### config.mk
export PLATFORM = sky130hd
export DESIGN_NAME = hazard_scoreboard
export DESIGN_NICKNAME = d
export VERILOG_FILES = /design/src/rtl/hazard_scoreboard.sv
export SDC_FILE = /design/constraint.sdc
export NUM_CORES = 1
export LEC_CHECK = 0
export CAP_MARGIN = 25
export CORE_UTILIZATION = 45
export DETAILED_ROUTE_END_ITERATION = 16
export PLACE_DENSITY = 0.79
export SETUP_SLACK_MARGIN = 0.2
export SYNTH_ARGS = -nofsm -noshare
export SYNTH_HDL_FRONTEND = slang
export SYNTH_SLANG_ARGS = --single-unit
### constraint.sdc
create_clock -name CLK -period 2.1 [get_ports CLK]
set_input_delay 0.21 -clock CLK [delete_from_list [all_inputs] [get_ports CLK]]
set_output_delay 0.21 -clock CLK [all_outputs]
set_load 0.03 [all_outputs]
### src/rtl/hazard_scoreboard.sv
`default_nettype none
// ============================================================================
// Module      : hazard_scoreboard
// Description : ID-stage stall/flush controller for a 5-stage MIPS pipeline.
//               Tracks in-flight register writers in a shift-register scoreboard
//               and sequences RAW stalls, redirects and memory-wait freezes.
// Revision    : 1.0 - initial release
// ============================================================================
module hazard_scoreboard #(
    parameter int DEPTH  = 2,
    parameter int FWD_EN = 1,
    parameter int CNT_W  = 16
) (
    input  logic             CLK,
    input  logic             nRST,
    input  logic             id_valid,
    input  logic [4:0]       id_rs,
    input  logic [4:0]       id_rt,
    input  logic             id_use_rs,
    input  logic             id_use_rt,
    input  logic             id_wr,
    input  logic [4:0]       id_wsel,
    input  logic             id_load,
    input  logic             redirect,
    input  logic             ihit,
    input  logic             dmem_req,
    input  logic             dhit,
    output logic             pc_en,
    output logic             ifid_en,
    output logic             ifid_flush,
    output logic             idex_flush,
    output logic             pipe_en,
    output logic [1:0]       hazard,
    output logic [CNT_W-1:0] stall_cnt
);

    typedef enum logic [0:0] {
        S_RUN   = 1'b0,
        S_DWAIT = 1'b1
    } state_t;

    state_t           r_state;
    logic             r_redir_pend;
    logic [CNT_W-1:0] r_stall_cnt;
    logic [DEPTH-1:0] r_sb_vld;
    logic [4:0]       r_sb_wsel [DEPTH];
    // Only the EX-stage entry's load flag ever matters (load-use with forwarding).
    logic             r_sb_load0;

    logic [DEPTH-1:0] w_match;
    logic             w_raw;
    logic             w_freeze;
    logic             w_redir;
    logic             w_stall;
    logic             w_issue;

    generate
        for (genvar k = 0; k < DEPTH; k++) begin : g_match
            assign w_match[k] = r_sb_vld[k] && (r_sb_wsel[k] != 5'd0) &&
                                ((id_use_rs && (r_sb_wsel[k] == id_rs)) ||
                                 (id_use_rt && (r_sb_wsel[k] == id_rt)));
        end
    endgenerate

    assign w_raw    = id_valid && ((FWD_EN != 0) ? (w_match[0] && r_sb_load0) : (|w_match));
    assign w_freeze = (r_state == S_DWAIT) || (dmem_req && !dhit);
    assign w_redir  = !w_freeze && (redirect || r_redir_pend);
    assign w_stall  = !w_freeze && !w_redir && w_raw;
    assign w_issue  = !w_raw && !w_redir;

    always_comb begin
        pc_en      = 1'b1;
        ifid_en    = 1'b1;
        ifid_flush = 1'b0;
        idex_flush = 1'b0;
        pipe_en    = 1'b1;
        hazard     = 2'd0;
        if (w_freeze) begin
            pc_en   = 1'b0;
            ifid_en = 1'b0;
            pipe_en = 1'b0;
            hazard  = 2'd3;
        end else if (w_redir) begin
            ifid_en    = 1'b0;
            ifid_flush = 1'b1;
            idex_flush = 1'b1;
            hazard     = 2'd2;
        end else if (w_raw) begin
            pc_en      = 1'b0;
            ifid_en    = 1'b0;
            idex_flush = 1'b1;
            hazard     = 2'd1;
        end else if (!ihit) begin
            pc_en      = 1'b0;
            ifid_en    = 1'b0;
            ifid_flush = 1'b1;
        end
    end

    assign stall_cnt = r_stall_cnt;

    always_ff @(posedge CLK or negedge nRST) begin
        if (!nRST) begin
            r_state      <= S_RUN;
            r_redir_pend <= 1'b0;
            r_stall_cnt  <= '0;
        end else begin
            case (r_state)
                S_RUN:   if (dmem_req && !dhit) r_state <= S_DWAIT;
                S_DWAIT: if (dhit)              r_state <= S_RUN;
                default:                        r_state <= S_RUN;
            endcase
            // A redirect seen while frozen is replayed on the first unfrozen cycle.
            if (w_freeze)
                r_redir_pend <= r_redir_pend || redirect;
            else
                r_redir_pend <= 1'b0;
            if (w_stall && (r_stall_cnt != {CNT_W{1'b1}}))
                r_stall_cnt <= r_stall_cnt + CNT_W'(1);
        end
    end

    always_ff @(posedge CLK or negedge nRST) begin
        if (!nRST) begin
            r_sb_vld   <= '0;
            r_sb_load0 <= 1'b0;
            for (int k = 0; k < DEPTH; k++)
                r_sb_wsel[k] <= 5'd0;
        end else if (!w_freeze) begin
            for (int k = DEPTH - 1; k > 0; k--) begin
                r_sb_vld[k]  <= r_sb_vld[k-1];
                r_sb_wsel[k] <= r_sb_wsel[k-1];
            end
            r_sb_vld[0]  <= id_valid && id_wr && w_issue;
            r_sb_wsel[0] <= id_wsel;
            r_sb_load0   <= id_load;
        end
    end

endmodule
`default_nettype wire

==> impl_results.md <==
- Commonest cells after routing, fill and taps aside: 41 x sky130_fd_sc_hd__clkdlybuf4s50_1, 31 x sky130_fd_sc_hd__nand2_1, 27 x sky130_fd_sc_hd__buf_4
- Starting DRT DRC Count: 55
- Die Width: 58.5 µm
- Number of distinct library cell variants in the gate-level netlist after synthesis: 39
- Routability-driven placement congestion ratio: 0.853
- Failing checks: setup timing
- Share of layout cells above drive strength 1: 30.0%
- Final Max Tran Viols: 0
- Min Clock Period, post-route: 2.36 ns
- Proportion of netlist area held by the largest area contributor: 43.6%
- Cts bufs inserted: 3
- Critical-path cell with the highest stage delay: sky130_fd_sc_hd__dfrtp_1
- Most common cell after layout, fill and taps aside: sky130_fd_sc_hd__clkdlybuf4s50_1
- Peak VDD IR: 0.304 mV
- Timing startpoint of the critical path: r_sb_wsel[9]
- Endpoint type of the worst setup path: output pin
- P per Cell Area: 450 nW/µm²
- Crit path capture: hazard[0]
- Arrival @ worst endpoint: 2.15 ns
- Count of pins on the block boundary: 49
- Final clock skew: 0.00463 ns
- Starting density of the core: 47.4%
- Residual DRC: 0
- Nets in the synthesized netlist: 176
- Total routing usage reported by global routing: 24.8%
- Wire length of the first global-routing pass: 6430 µm
- Worst reg2reg startpoint: r_sb_wsel[9]
- Clock-pin slew of the registers on the worst-case setup and hold paths: 0.14 ns
- Delay contributed by the slowest stage of the critical path: 0.42 ns
- Area of all placed cells without fillers: 2390 µm²
- Setup Viol. Count Final: 6
- Overall power consumption: 1.08 mW
- Most used flip-flop cell after synthesis: sky130_fd_sc_hd__dfrtp_1
- Number of nets with antenna violations after routing: 0
- Top post-synthesis cells by area: sky130_fd_sc_hd__dfrtp_1 44%, sky130_fd_sc_hd__xnor2_1 14%, sky130_fd_sc_hd__nand2_1 8.1%, sky130_fd_sc_hd__nand3_1 3.5%, sky130_fd_sc_hd__nand4_1 3.1%
- Routed WL per cell: 16.0 µm
- Nets@finish: 258
- Register-to-Register Setup Slack: -0.04 ns
- Reg-to-Reg End: stall_cnt[1]
- Count of vias placed by the detailed router: 1,457
- Final worst setup slack: -0.263 ns
- Worst Tran Pin Value: 0.623 ns
- CP most frequent cell: sky130_fd_sc_hd__buf_6
- Inst Count DP: 256
- Via count of the first global-routing pass: 1,434
- Setup repair after global routing missed its margin: true
- Total wire length: 4390 µm
- Overall die area: 3420 µm²
- Critical path class: register to output pin
- Period utilisation layout: 113%
- Largest net degree at the start of global routing: 26
- CTS tree: done
- Dpl hpwl: 2860 µm
- Sum Neg Setup Slack: -1.22 ns
- Clk sinks: 25
- Initial antenna violation count: 0
- Area Growth Syn to Fin: 66.8%
- Worst Reg2Reg Path Length in Cells: 7
- CP Max Fanout: 5
- Number of enable-type register cells in the synthesized netlist: 0
- Std cell rows: 20
- Hold Worst Slack: 0.220 ns
- Max-Cap Viols: 0
- Warnings, synthesis: 0
- Floorplan die height: 58.5 µm
- Number of port buffers: 48
- Crit start category: register
- Core Box Area: 3030 µm²
- Total standard cell area after synthesis: 1430 µm²
- Outcome: finished, violations left
- First-pass iteration count of the detailed router: 4
- Static Leakage: 0.989 nW
- Yosys top cell by area: sky130_fd_sc_hd__dfrtp_1
- Bufs on Longest Clock Path: 2
- Cell count after synthesis: 149
- Area of placed instances: 2130 µm²
- Clock Root Buffer: sky130_fd_sc_hd__clkbuf_4
- Count of final hold-check violations: 0
- Post-synthesis average cell area: 9.62 µm²
- Async S/R FF share, synth: 100%
- # hold bufs at CTS: 0
- Fmax: 0.423 GHz
- Source-to-sink clock delay at the later pin of the worst-skew pair: 0.34 ns
- Cells traversed along the worst timing path: buf_4, xnor2_2, nand4_1, o22ai_2, nor2b_4, buf_6, a21o_1, buf_6
- Diode insertion count for antenna repair: 0
- Path type of the worst min-delay path: input pin to async pin
- Non-Filler Instances: 274
- Normalized max-slew margin: 58.4%
- Number of vias per cell after detailed routing: 5.32
- Data required time at the worst endpoint: 1.89 ns
- Flop and latch count out of synthesis: 25
- Global-route congestion overflow total: 0
- Level count of the clock H-tree: 1
- Sequential share of the synthesized area: 43.6%
==> flip-flops by register name (all words and copies together) (netlist names) <==
| name | cells |
|---|---|
| stall_cnt | 16 |
| r_sb_wsel | 5 |
| r_redir_pend | 1 |
| r_sb_load0 | 1 |
| r_sb_vld | 1 |
| r_state | 1 |
==> layout make-up <==
type | count | area, µm²
clock buffer | 4 | 26.3
fill | 188 | 636
timing repair buffer | 81 | 769
multi-input combinational | 117 | 901
inverter | 3 | 11.3
sequential | 25 | 629
tap | 44 | 55.1
==> cells by family after synthesis <==
kind of cell               share of synthesized area, %
muxes                                             0.785
AOI/OAI and AO/OA                                  4.80
buffers and inverters                              2.44
DFF                                                43.6
adders and majority gates                         0.872
and+or+nand+nor                                    32.2
xor gates and xnor gates                           15.3
==> report_power, final <==
group,internal (mW),switching (mW),leakage [nW]
clock network,0.0748,0.157,0.0150
registers,0.500,0.0209,0.330
logic,0.174,0.149,0.644
total,0.749,0.327,0.989
==> cells in the mapped netlist (2+ instances only) <==
master and n:
sky130_fd_sc_hd__clkbuf_1 2, sky130_fd_sc_hd__dfrtp_1 25, sky130_fd_sc_hd__inv_1 3, sky130_fd_sc_hd__nand2_1 31, sky130_fd_sc_hd__nand2b_1 2, sky130_fd_sc_hd__nand3_1 10, sky130_fd_sc_hd__nand4_1 7, sky130_fd_sc_hd__nor2_1 6
sky130_fd_sc_hd__nor3_1 4, sky130_fd_sc_hd__nor4_1 4, sky130_fd_sc_hd__nor4b_2 2, sky130_fd_sc_hd__o21ai_0 3, sky130_fd_sc_hd__xnor2_1 23, sky130_fd_sc_hd__xor2_1 2
==> critical path, delay by kind of cell (launching register included) <==
family	cells	cell delay [ns]
AO/OA/AOI/OAI	2	0.37
XOR/XNOR	1	0.16
buffers and inverters	3	0.42
flip-flops	1	0.42
AND/OR/NAND/NOR	2	0.44
==> routing by layer <==
layer | vias to the layer above | wire length, µm | global-route usage, %
li1 | 684 | - | -
met1 | 719 | 1700 | 29.9
met2 | 45 | 2410 | 44.5
met3 | 9 | 158 | 2.42
met4 | 0 | 121 | 11.9
met5 | - | 0 | 0
==> how the worst min path moves through the flow <==
stage	from	endpoint	slack, ns
after global routing	nRST	stall_cnt[8]	0.26
final	nRST	stall_cnt[11]	0.22
after floorplan	nRST	r_redir_pend	-0.09
after detailed placement	stall_cnt[15]	stall_cnt[15]	0.51
after CTS	nRST	stall_cnt[14]	0.23
after global placement	stall_cnt[15]	stall_cnt[15]	0.49
==> per-stage QoR <==
stage / utilization, % / setup slack (ns)
after floorplan: - / 0.0751
after global placement: 70.4 / -0.254
after detailed placement: 70.4 / -0.327
after CTS: 73.6 / -0.177
after global routing: 79.0 / -0.298
final: 79.0 / -0.263
==> what timing repair did <==
action	CTS	global route
setup buffers	4	10
gates resized for setup	23	14
pin swaps	6	7
hold endpoints to repair	0	0
endpoints found under the setup margin	12	14
No activity file was read; power rests on OpenSTA's default activity.
